--- config.mk ---
export PLATFORM = sky130hd
export DESIGN_NAME = dest_filter_pipe
export DESIGN_NICKNAME = d
export VERILOG_FILES = /design/src/rtl/dest_filter_pipe.sv
export SDC_FILE = /design/constraint.sdc
export NUM_CORES = 1
export LEC_CHECK = 0
export ABC_CLOCK_PERIOD_IN_PS = 1260
export CAP_MARGIN = 40
export CORE_MARGIN = 5
export CORE_UTILIZATION = 30
export CTS_CLUSTER_DIAMETER = 200
export CTS_CLUSTER_SIZE = 24
export DETAILED_ROUTE_END_ITERATION = 8
export GPL_TIMING_DRIVEN = 0
export PLACE_DENSITY_LB_ADDON = 0.05
export SLEW_MARGIN = 20
export SYNTH_ARGS = -nofsm -noshare
export SYNTH_HDL_FRONTEND = slang
export SYNTH_SLANG_ARGS = --single-unit
--- constraint.sdc ---
create_clock -name clk -period 1.26 [get_ports clk]
set_input_delay 0.189 -clock clk [delete_from_list [all_inputs] [get_ports clk]]
set_output_delay 0.189 -clock clk [all_outputs]
set_load 0.02 [all_outputs]
--- src/rtl/dest_filter_pipe.sv ---
// dest_filter_pipe: per-destination ingress filter for the shared-memory switch.
// Each input slot is matched against DEST (binary index or multicast mask),
// matches flow through a per-port LAT-deep collapsing pipeline with valid/ready
// backpressure, and non-matches are consumed and dropped immediately.
// Optional statistics counters are built when FILTER_STATS_EN is defined.

module dest_filter_pipe #(
  parameter int PORT_NUB   = 8,
  parameter int DATA_WIDTH = 32,
  parameter int DEST       = 0,
  parameter int LAT        = 2,
  parameter int MCAST      = 0,
  parameter int CNT_W      = 16,
  localparam int SEL_W = $clog2(PORT_NUB),
  localparam int RX_W  = (MCAST != 0) ? PORT_NUB : SEL_W,
  localparam int W_IN  = 1 + RX_W + SEL_W + DATA_WIDTH,
  localparam int W_OUT = 2 * SEL_W + DATA_WIDTH
) (
  input  logic                      clk,
  input  logic                      rst,
  input  logic [PORT_NUB*W_IN-1:0]  port_in,
  output logic [PORT_NUB-1:0]       in_ready,
  output logic [PORT_NUB*W_OUT-1:0] port_out,
  output logic [PORT_NUB-1:0]       port_valid,
  input  logic [PORT_NUB-1:0]       out_ready
`ifdef FILTER_STATS_EN
  ,
  input  logic                      stats_clr,
  output logic [PORT_NUB*CNT_W-1:0] match_cnt,
  output logic [CNT_W-1:0]          drop_cnt
`endif
);

  localparam int PL_W = SEL_W + DATA_WIDTH;
  localparam logic [SEL_W-1:0] DEST_SEL = SEL_W'(DEST);

  logic [PORT_NUB-1:0] in_valid;
  logic [PORT_NUB-1:0] hit;
  logic [PORT_NUB-1:0] match;
  logic [PORT_NUB-1:0] adv0;
  logic [PORT_NUB-1:0] head_v;
  logic [RX_W-1:0]     rx      [PORT_NUB];
  logic [PL_W-1:0]     pl_in   [PORT_NUB];
  logic [PL_W-1:0]     head_pl [PORT_NUB];

  // Split each input slot into valid, rx field and {tx, data} payload
  always_comb begin
    for (int unsigned i = 0; i < PORT_NUB; i++) begin
      in_valid[i] = port_in[i*W_IN + W_IN - 1];
      rx[i]       = port_in[i*W_IN + PL_W +: RX_W];
      pl_in[i]    = port_in[i*W_IN +: PL_W];
    end
  end

  generate
    if (MCAST != 0) begin : g_mcast
      logic [PORT_NUB-1:0] unused_rx;
      // Multicast mask: this destination's bit selects the slot
      always_comb begin
        for (int unsigned i = 0; i < PORT_NUB; i++) begin
          hit[i]       = rx[i][DEST];
          unused_rx[i] = ^rx[i];
        end
      end
    end else begin : g_ucast
      // Binary destination index compare
      always_comb begin
        for (int unsigned i = 0; i < PORT_NUB; i++) begin
          hit[i] = (rx[i] == DEST_SEL);
        end
      end
    end
  endgenerate

  // Forward only valid hits that do not loop back to their source port
  always_comb begin
    for (int unsigned i = 0; i < PORT_NUB; i++) begin
      match[i] = in_valid[i] & hit[i] & (pl_in[i][DATA_WIDTH +: SEL_W] != DEST_SEL);
    end
  end

  generate
    if (LAT == 0) begin : g_comb
      logic unused_clk;
      assign unused_clk = clk ^ rst;
      // No stages: the live input is the head and readiness follows the sink
      always_comb begin
        head_v = match;
        adv0   = out_ready;
        for (int unsigned i = 0; i < PORT_NUB; i++) begin
          head_pl[i] = pl_in[i];
        end
      end
    end else begin : g_pipe
      logic            v_q  [PORT_NUB][LAT];
      logic            v_d  [PORT_NUB][LAT];
      logic [PL_W-1:0] pl_q [PORT_NUB][LAT];
      logic [PL_W-1:0] pl_d [PORT_NUB][LAT];
      logic            adv  [PORT_NUB][LAT];

      // Advance chain is built from the head backwards so an empty stage
      // anywhere lets everything behind it move up (bubbles collapse)
      always_comb begin
        for (int unsigned i = 0; i < PORT_NUB; i++) begin
          for (int unsigned k = 0; k < LAT; k++) begin
            adv[i][k]  = 1'b0;
            v_d[i][k]  = v_q[i][k];
            pl_d[i][k] = pl_q[i][k];
          end
        end
        for (int unsigned i = 0; i < PORT_NUB; i++) begin
          adv[i][LAT-1] = !v_q[i][LAT-1] | out_ready[i];
          for (int unsigned j = 1; j < LAT; j++) begin
            adv[i][LAT-1-j] = !v_q[i][LAT-1-j] | adv[i][LAT-j];
          end
          if (adv[i][0]) begin
            v_d[i][0]  = match[i];
            pl_d[i][0] = pl_in[i];
          end
          for (int unsigned k = 1; k < LAT; k++) begin
            if (adv[i][k]) begin
              v_d[i][k]  = v_q[i][k-1];
              pl_d[i][k] = pl_q[i][k-1];
            end
          end
        end
      end

      // Stage registers; reset discards every in-flight entry
      always_ff @(posedge clk) begin
        if (rst) begin
          for (int unsigned i = 0; i < PORT_NUB; i++) begin
            for (int unsigned k = 0; k < LAT; k++) begin
              v_q[i][k]  <= 1'b0;
              pl_q[i][k] <= '0;
            end
          end
        end else begin
          v_q  <= v_d;
          pl_q <= pl_d;
        end
      end

      // Head of each chain is the last stage
      always_comb begin
        for (int unsigned i = 0; i < PORT_NUB; i++) begin
          head_v[i]  = v_q[i][LAT-1];
          head_pl[i] = pl_q[i][LAT-1];
          adv0[i]    = adv[i][0];
        end
      end
    end
  endgenerate

  // Output presentation: zero-gated payload, drop path always ready
  always_comb begin
    in_ready   = adv0 | ~match;
    port_valid = head_v;
    port_out   = '0;
    for (int unsigned i = 0; i < PORT_NUB; i++) begin
      if (head_v[i]) begin
        port_out[i*W_OUT +: W_OUT] = {DEST_SEL, head_pl[i]};
      end
    end
  end

`ifdef FILTER_STATS_EN
  logic [CNT_W-1:0] mcnt_q [PORT_NUB];
  logic [CNT_W-1:0] mcnt_d [PORT_NUB];
  logic [CNT_W-1:0] drop_q;
  logic [CNT_W-1:0] drop_d;
  logic             drop_evt;

  // Saturating counters; clear has priority over increment
  always_comb begin
    drop_evt = |(in_valid & ~match);
    drop_d   = drop_q;
    if (stats_clr) begin
      drop_d = '0;
    end else if (drop_evt && (drop_q != '1)) begin
      drop_d = drop_q + CNT_W'(1);
    end
    match_cnt = '0;
    for (int unsigned i = 0; i < PORT_NUB; i++) begin
      mcnt_d[i] = mcnt_q[i];
      if (stats_clr) begin
        mcnt_d[i] = '0;
      end else if (match[i] && adv0[i] && (mcnt_q[i] != '1)) begin
        mcnt_d[i] = mcnt_q[i] + CNT_W'(1);
      end
      match_cnt[i*CNT_W +: CNT_W] = mcnt_q[i];
    end
  end

  // Counter registers
  always_ff @(posedge clk) begin
    if (rst) begin
      drop_q <= '0;
      for (int unsigned i = 0; i < PORT_NUB; i++) begin
        mcnt_q[i] <= '0;
      end
    end else begin
      drop_q <= drop_d;
      mcnt_q <= mcnt_d;
    end
  end

  assign drop_cnt = drop_q;
`endif

endmodule

==> flow_summary.yaml, run 1 <==
routing:
  drt.antenna.violating_nets: 0
  vias_cell: 4.53
  detail_route.wl_per_cell_um: 18.7
  drc: 0
  detailedRoute.firstPassIterationCount: 5
  drt_wl_total_um: 86500
  drt_iter0_markers: 879
  num_vias: 21000
synthesis:
  syn-mean-instance-area_um2: 8.07
  syn-cell-area_um2: 23100
  netlist_top_cells_area: "dfxtp_1 50%, nand2_1 18%, a21oi_1 9.4%"
  ys.warnings.count: 0
  synth_seq_area_share_pct: 49.9
  postSynthCellCount: 2865
  synth_area_leader_cell: "dfxtp_1"
  primary_ff_master_synth: "dfxtp_1"
  synth.ff_latch_count: 576
  number_of_distinct_library_cells_after_synthesis: 22
  synth_async_sr_flop_share_pct: 0
  synth_enable_flop_cells: 0
  netlist.area_leader.share_pct: 49.9
critical_path:
  startpoint_type: "flop"
  worst-path-max-fanout: 6
  cp_cell_sequence: "buf_12 > buf_16 > clkbuf_16 > and2_4 > buf_6"
  setup.worst_path.end_class: "output port"
  critical_r2r_capture: "g_pipe.pl_q[194]"
  critical-path-max-stage-delay_ns: 0.38
  critical-path-slowest-cell: "dfxtp_4"
  criticalPathCategory: "reg2out"
  worst_r2r_path_depth: 7
  cp_data_required_time_ns: 1.07
  arrival_ns: 1.64
  crit-reg2reg-launch: "port_valid[5]"
  worst-r2r-setup-slack_ns: -0.18
sta:
  timing.final.ws_setup_ns: -0.566
  fin_setup_tns_ns: -175.36
  rsz0062_at_grt: "true"
  report.final.slew_viol_count: 0
  fin_skew_ns: 0.0203
  post-route-period-util_pct: 145
  timing.fmax_mhz: 548
  relative_slew_slack_pct: 52.5
  timing_hold_violations_final: 0
  setup-violations-final: 767
  finalHoldWorstSlack_ns: 0.133
  layout_min_cycle_time_ns: 1.83
  tightest_slew_ns: 0.713
outcome:
  failing_checks: "setup timing"
  run_status: "complete, but fails checks"
place:
  detailedPlace.worstSlack_ns: -1.27
  placement.cell_area_um2: 30700
  dpl.hpwl_um: 65900
  io_buffer_count: 616
  routability_congestion_estimate_from_global_placement: 0.834
floorplanning:
  io_pins: 642
  die_x_um: 288
  standard_cell_core_area_um2: 76200
  start_util_pct: 30.3
  num_rows: 101
  floorplan.die.height_um: 288
  die-area_um2: 82700
power:
  static-leakage-power_nw: 14.2
  power_switching_share_pct: 23.9
  fin_total_pwr_mw: 32.3
  p_int_mw: 24.6
  sequentialPowerShare_pct: 60.4
  vdd_ir_drop_max_uv: 739
  power.net_switching_mw: 7.72
  p_clk_share_pct: 30.0
  power_density_nw_per_um2: 955
  combPwrFrac_pct: 9.6
clocking:
  cts.reportedPaths.clkPinSlew_ns: 0.10
  htreeDepth: 1
  cts-root-to-sink-buffers: 3
  insertion_delay_ns: 0.60
  ctsRootBufferMaster: "clkbuf_16"
  cts_buffers: 27
  cts_tree: "built"
  clock_sinks: 576
  cts.hold.buffers_added: 0
global_route:
  global_router_s_overall_resource_usage_pct: 19.3
  number_of_global_route_vias_before_repair: 20800
  grt_antenna_before_repair: 19
  grt_start_max_net_pins: 25
  grt_overflow: 0
  grt_first_pass_wirelength_um: 125000
worst_hold_path:
  hold_path_depth: 3
  timing.hold.worst.class: "in2reg"
  hold_end: "g_pipe.pl_q[130]"
  worstHoldStart: "port_in[259]"
run:
  drv_cap: 0
layout:
  design_area_um2: 33800
  final_nets: 3921
  area_delta_synth_final_pct: 46.2
  final_layout_size_suffix_gt1_share_pct: 28.0
  commonest_non_fill_non_tap_cells_in_the_layout: "1120 x nand2_1, 568 x dfxtp_1, 436 x a21oi_1"
  commonest_non_fill_non_tap_cell_in_the_layout: "nand2_1"
-- kinds of logic after synthesis --
kind of cell / share of synthesized area, %
compound gates: 14.7
buf+inv: 7.59
simple gates: 27.8
flops: 49.9
other cells: 0.0162
-- how the worst max path moves through the flow --
stage / slack [ns] / to / startpoint / cells past startpoint
6_report: -0.57 / port_out[20] / port_valid[0] / 5
5_1_grt: -0.64 / port_out[20] / port_valid[0] / 5
4_1_cts: -0.64 / port_out[22] / port_valid[0] / 4
3_5_place_dp: -1.27 / in_ready[6] / port_in[270] / 5
3_3_place_gp: -1.31 / in_ready[6] / port_in[270] / 5
2_1_floorplan: 0.01 / in_ready[6] / port_valid[6] / 3
-- cell usage after synthesis, types with 15 or more instances --
cell type / n
a21oi_1: 436
a21oi_2: 132
and2_1: 280
buf_12: 18
buf_2: 79
buf_4: 67
buf_6: 15
clkbuf_1: 58
dfxtp_1: 576
nand2_1: 1120
nor2_1: 16
-- critical path, delay by kind of cell, from the launching register on --
family,cells,cell delay [ns]
flops,1,0.38
simple gates,1,0.14
buf+inv,4,0.53
-- timing repair --
item,4_1_cts,5_1_grt
setup endpoints to repair,682,773
pin swaps,3,9
cloned,5,22
resized for setup,1393,903
setup buffers,17,20
-- state kept, by name, summed over array words and instances (netlist names) --
register and flops:
port_valid 8, g_pipe.v_q 8, g_pipe.pl_q 560
-- metal layers --
metal  global-route usage (%)  routed length, um  vias to the layer above
met5                        0                 97                        -
met3                     5.23               5760                       86
met2                     35.0              44400                      490
met1                     22.6              34100                     9908
li1                         -                  -                    10500
met4                     4.79               2130                       14
-- metrics by stage --
stage / utilization, % / cells
final: 44.3 / 4639
after global routing: 44.3 / 4632
after CTS: 41.1 / 4585
after detailed placement: 40.3 / 4536
after global placement: 40.2 / 4534
after floorplan: - / 2888
-- power groups by stage --
stage	clock network [mW]	registers, mW	logic, mW
floorplan	0	19.8	1.39
global placement	0	19.9	2.91
detailed placement	0	19.9	2.96
CTS	10.2	19.5	3.01
global route	10.7	19.6	3.40
finish	9.70	19.5	3.08
-- area by class of cell --
type,instances,area [um^2]
Buffer,248,2110
Clock buffer,27,676
Timing Repair Buffer,682,7490
Multi-Input combinational cell,2064,10600
Fill cell,7742,42400
Tap cell,1030,1290
Sequential cell,576,11600
Antenna cell,12,30.0
(Power assumes the default switching activity.)
==> inputs of run 2 (changes only) <==
--- a/config.mk
+++ b/config.mk
@@ -13,6 +13,7 @@
 export CTS_CLUSTER_SIZE = 24
 export DETAILED_ROUTE_END_ITERATION = 8
 export GPL_TIMING_DRIVEN = 0
+export MAX_ROUTING_LAYER = met4
 export PLACE_DENSITY_LB_ADDON = 0.05
 export SLEW_MARGIN = 20
 export SYNTH_ARGS = -nofsm -noshare
==> flow_summary.yaml, run 2 (synthesis results as in run 1) <==
outcome:
  run_status: "complete, but fails checks"
  failing_checks: "setup timing"
critical_path:
  criticalPathCategory: "reg2out"
  startpoint_type: "flop"
  cp_data_required_time_ns: 1.07
  worst-path-max-fanout: 6
  arrival_ns: 1.64
  setup.worst_path.end_class: "output port"
worst_hold_path:
  timing.hold.worst.class: "in2reg"
sta:
  timing_hold_violations_final: 0
  timing.fmax_mhz: 548
  rsz0062_at_grt: "true"
  timing.final.ws_setup_ns: -0.566
  layout_min_cycle_time_ns: 1.83
  relative_slew_slack_pct: 52.4
  tightest_slew_ns: 0.714
  fin_setup_tns_ns: -174.97
  report.final.slew_viol_count: 0
  setup-violations-final: 768
  fin_skew_ns: 0.0162
  post-route-period-util_pct: 145
layout:
  largest-register: "g_pipe.pl_q"
  final_nets: 3921
  area_delta_synth_final_pct: 46.2
  flip_flop_count_of_the_largest_register_all_copies_and_words_added: 560
  final_layout_size_suffix_gt1_share_pct: 27.9
  post_layout_nonfiller_instances: 4646
  commonest_non_fill_non_tap_cells_in_the_layout: "1120 x nand2_1, 568 x dfxtp_1, 436 x a21oi_1"
  fillerInstances: 7754
  design_area_um2: 33800
  post-route-util_pct: 44.3
  commonest_non_fill_non_tap_cell_in_the_layout: "nand2_1"
clocking:
  cts.reportedPaths.clkPinSlew_ns: 0.10
  clock_sinks: 576
  insertion_delay_ns: 0.60
  cts_buffers: 27
  cts-root-to-sink-buffers: 3
  htreeDepth: 1
  cts_tree: "built"
  ctsRootBufferMaster: "clkbuf_16"
routing:
  num_vias: 20900
  drt.antenna.violating_nets: 0
  detailedRoute.firstPassIterationCount: 5
  drc: 0
  vias_cell: 4.51
  detail_route.wl_per_cell_um: 18.6
  drt_iter0_markers: 862
  drt_wl_total_um: 86600
power:
  power.net_switching_mw: 7.72
  sequentialPowerShare_pct: 60.4
  combPwrFrac_pct: 9.6
  power_density_nw_per_um2: 955
  static-leakage-power_nw: 14.2
  vdd_ir_drop_max_uv: 743
  power_switching_share_pct: 23.9
  p_clk_share_pct: 30.1
  p_int_mw: 24.6
floorplanning:
  num_rows: 101
  die-area_um2: 82700
  die_x_um: 288
  io_pins: 642
  standard_cell_core_area_um2: 76200
  start_util_pct: 30.3
  floorplan.die.height_um: 288
global_route:
  global_router_s_overall_resource_usage_pct: 19.9
  grt_antenna_before_repair: 19
  number_of_global_route_vias_before_repair: 20800
  grt_start_max_net_pins: 25
  grt_overflow: 0
  grt_first_pass_wirelength_um: 125000
place:
  io_buffer_count: 616
  detailedPlace.worstSlack_ns: -1.27
  placement.cell_area_um2: 30700
  placedCellCount: 4536
  dpl.hpwl_um: 65900
  routability_congestion_estimate_from_global_placement: 0.846
run:
  drv_cap: 0
==> run 2: changes by cell type in the layout (fill, tap and decap cells not counted) <==
cell / previous run / this run
and2_1: 35 / 37
and2_4: 245 / 243
buf_2: 88 / 90
diode_2: 12 / 19
buf_4: 93 / 94
buf_6: 299 / 296
==> run 2: stage by stage <==
stage               hold slack [ns]  power [mW]
global route                  0.105        33.7
finish                        0.137        32.3
detailed placement            0.441        22.8
global placement              0.434        22.8
CTS                          0.0913        32.7
floorplan                     0.329        21.2
==> run 2: layer usage <==
layer,GRT usage [%],up-vias,wire length (um)
met3,5.02,73,5240
met1,22.6,9903,34800
li1,-,10500,-
met2,35.1,453,44400
met4,4.79,0,2090
met5,-,-,0
==> run 2: path summary, 6_finish.rpt <==
| kind | end | slack (ns) | depth (start not counted) | from |
|---|---|---|---|---|
| min | g_pipe.pl_q[184] | 0.14 | 3 | port_in[204] |
| min reg2reg | g_pipe.pl_q[301] | 0.45 | 2 | g_pipe.pl_q[336] |
| max reg2reg | port_valid[4] | -0.18 | 8 | port_valid[4] |
| max | port_out[20] | -0.57 | 5 | port_valid[0] |
==> run 2: power by group through the flow <==
stage,Clock (mW),Combinational (mW),Sequential [mW]
finish,9.70,3.08,19.5
global route,10.7,3.40,19.6
CTS,10.2,3.01,19.5
detailed placement,0,2.96,19.9
global placement,0,2.91,19.9
floorplan,0,1.39,19.8
==> run 2: layout make-up <==
class,instances,area [um^2],area share (%)
Timing Repair Buffer,682,7480,22.1
Multi-Input combinational cell,2064,10600,31.5
Antenna cell,19,47.5,0.141
Buffer,248,2110,6.24
Tap cell,1030,1290,3.81
Clock buffer,27,676,2.00
Sequential cell,576,11600,34.2
==> run 2: what timing repair did <==
item                                    in CTS  in global routing
hold buffers                                 0                  0
endpoints found under the setup margin     682                772
cloned                                       5                 22
gates resized for setup                   1393                896
setup buffers                               17                 20
pin swaps                                    3                  9
==> run 2: critical path, cell delays in order (launching register included) <==
cell and delay, ns:
dfxtp_4 0.38, buf_12 0.13, buf_16 0.13, clkbuf_16 0.15
and2_4 0.14, buf_6 0.12
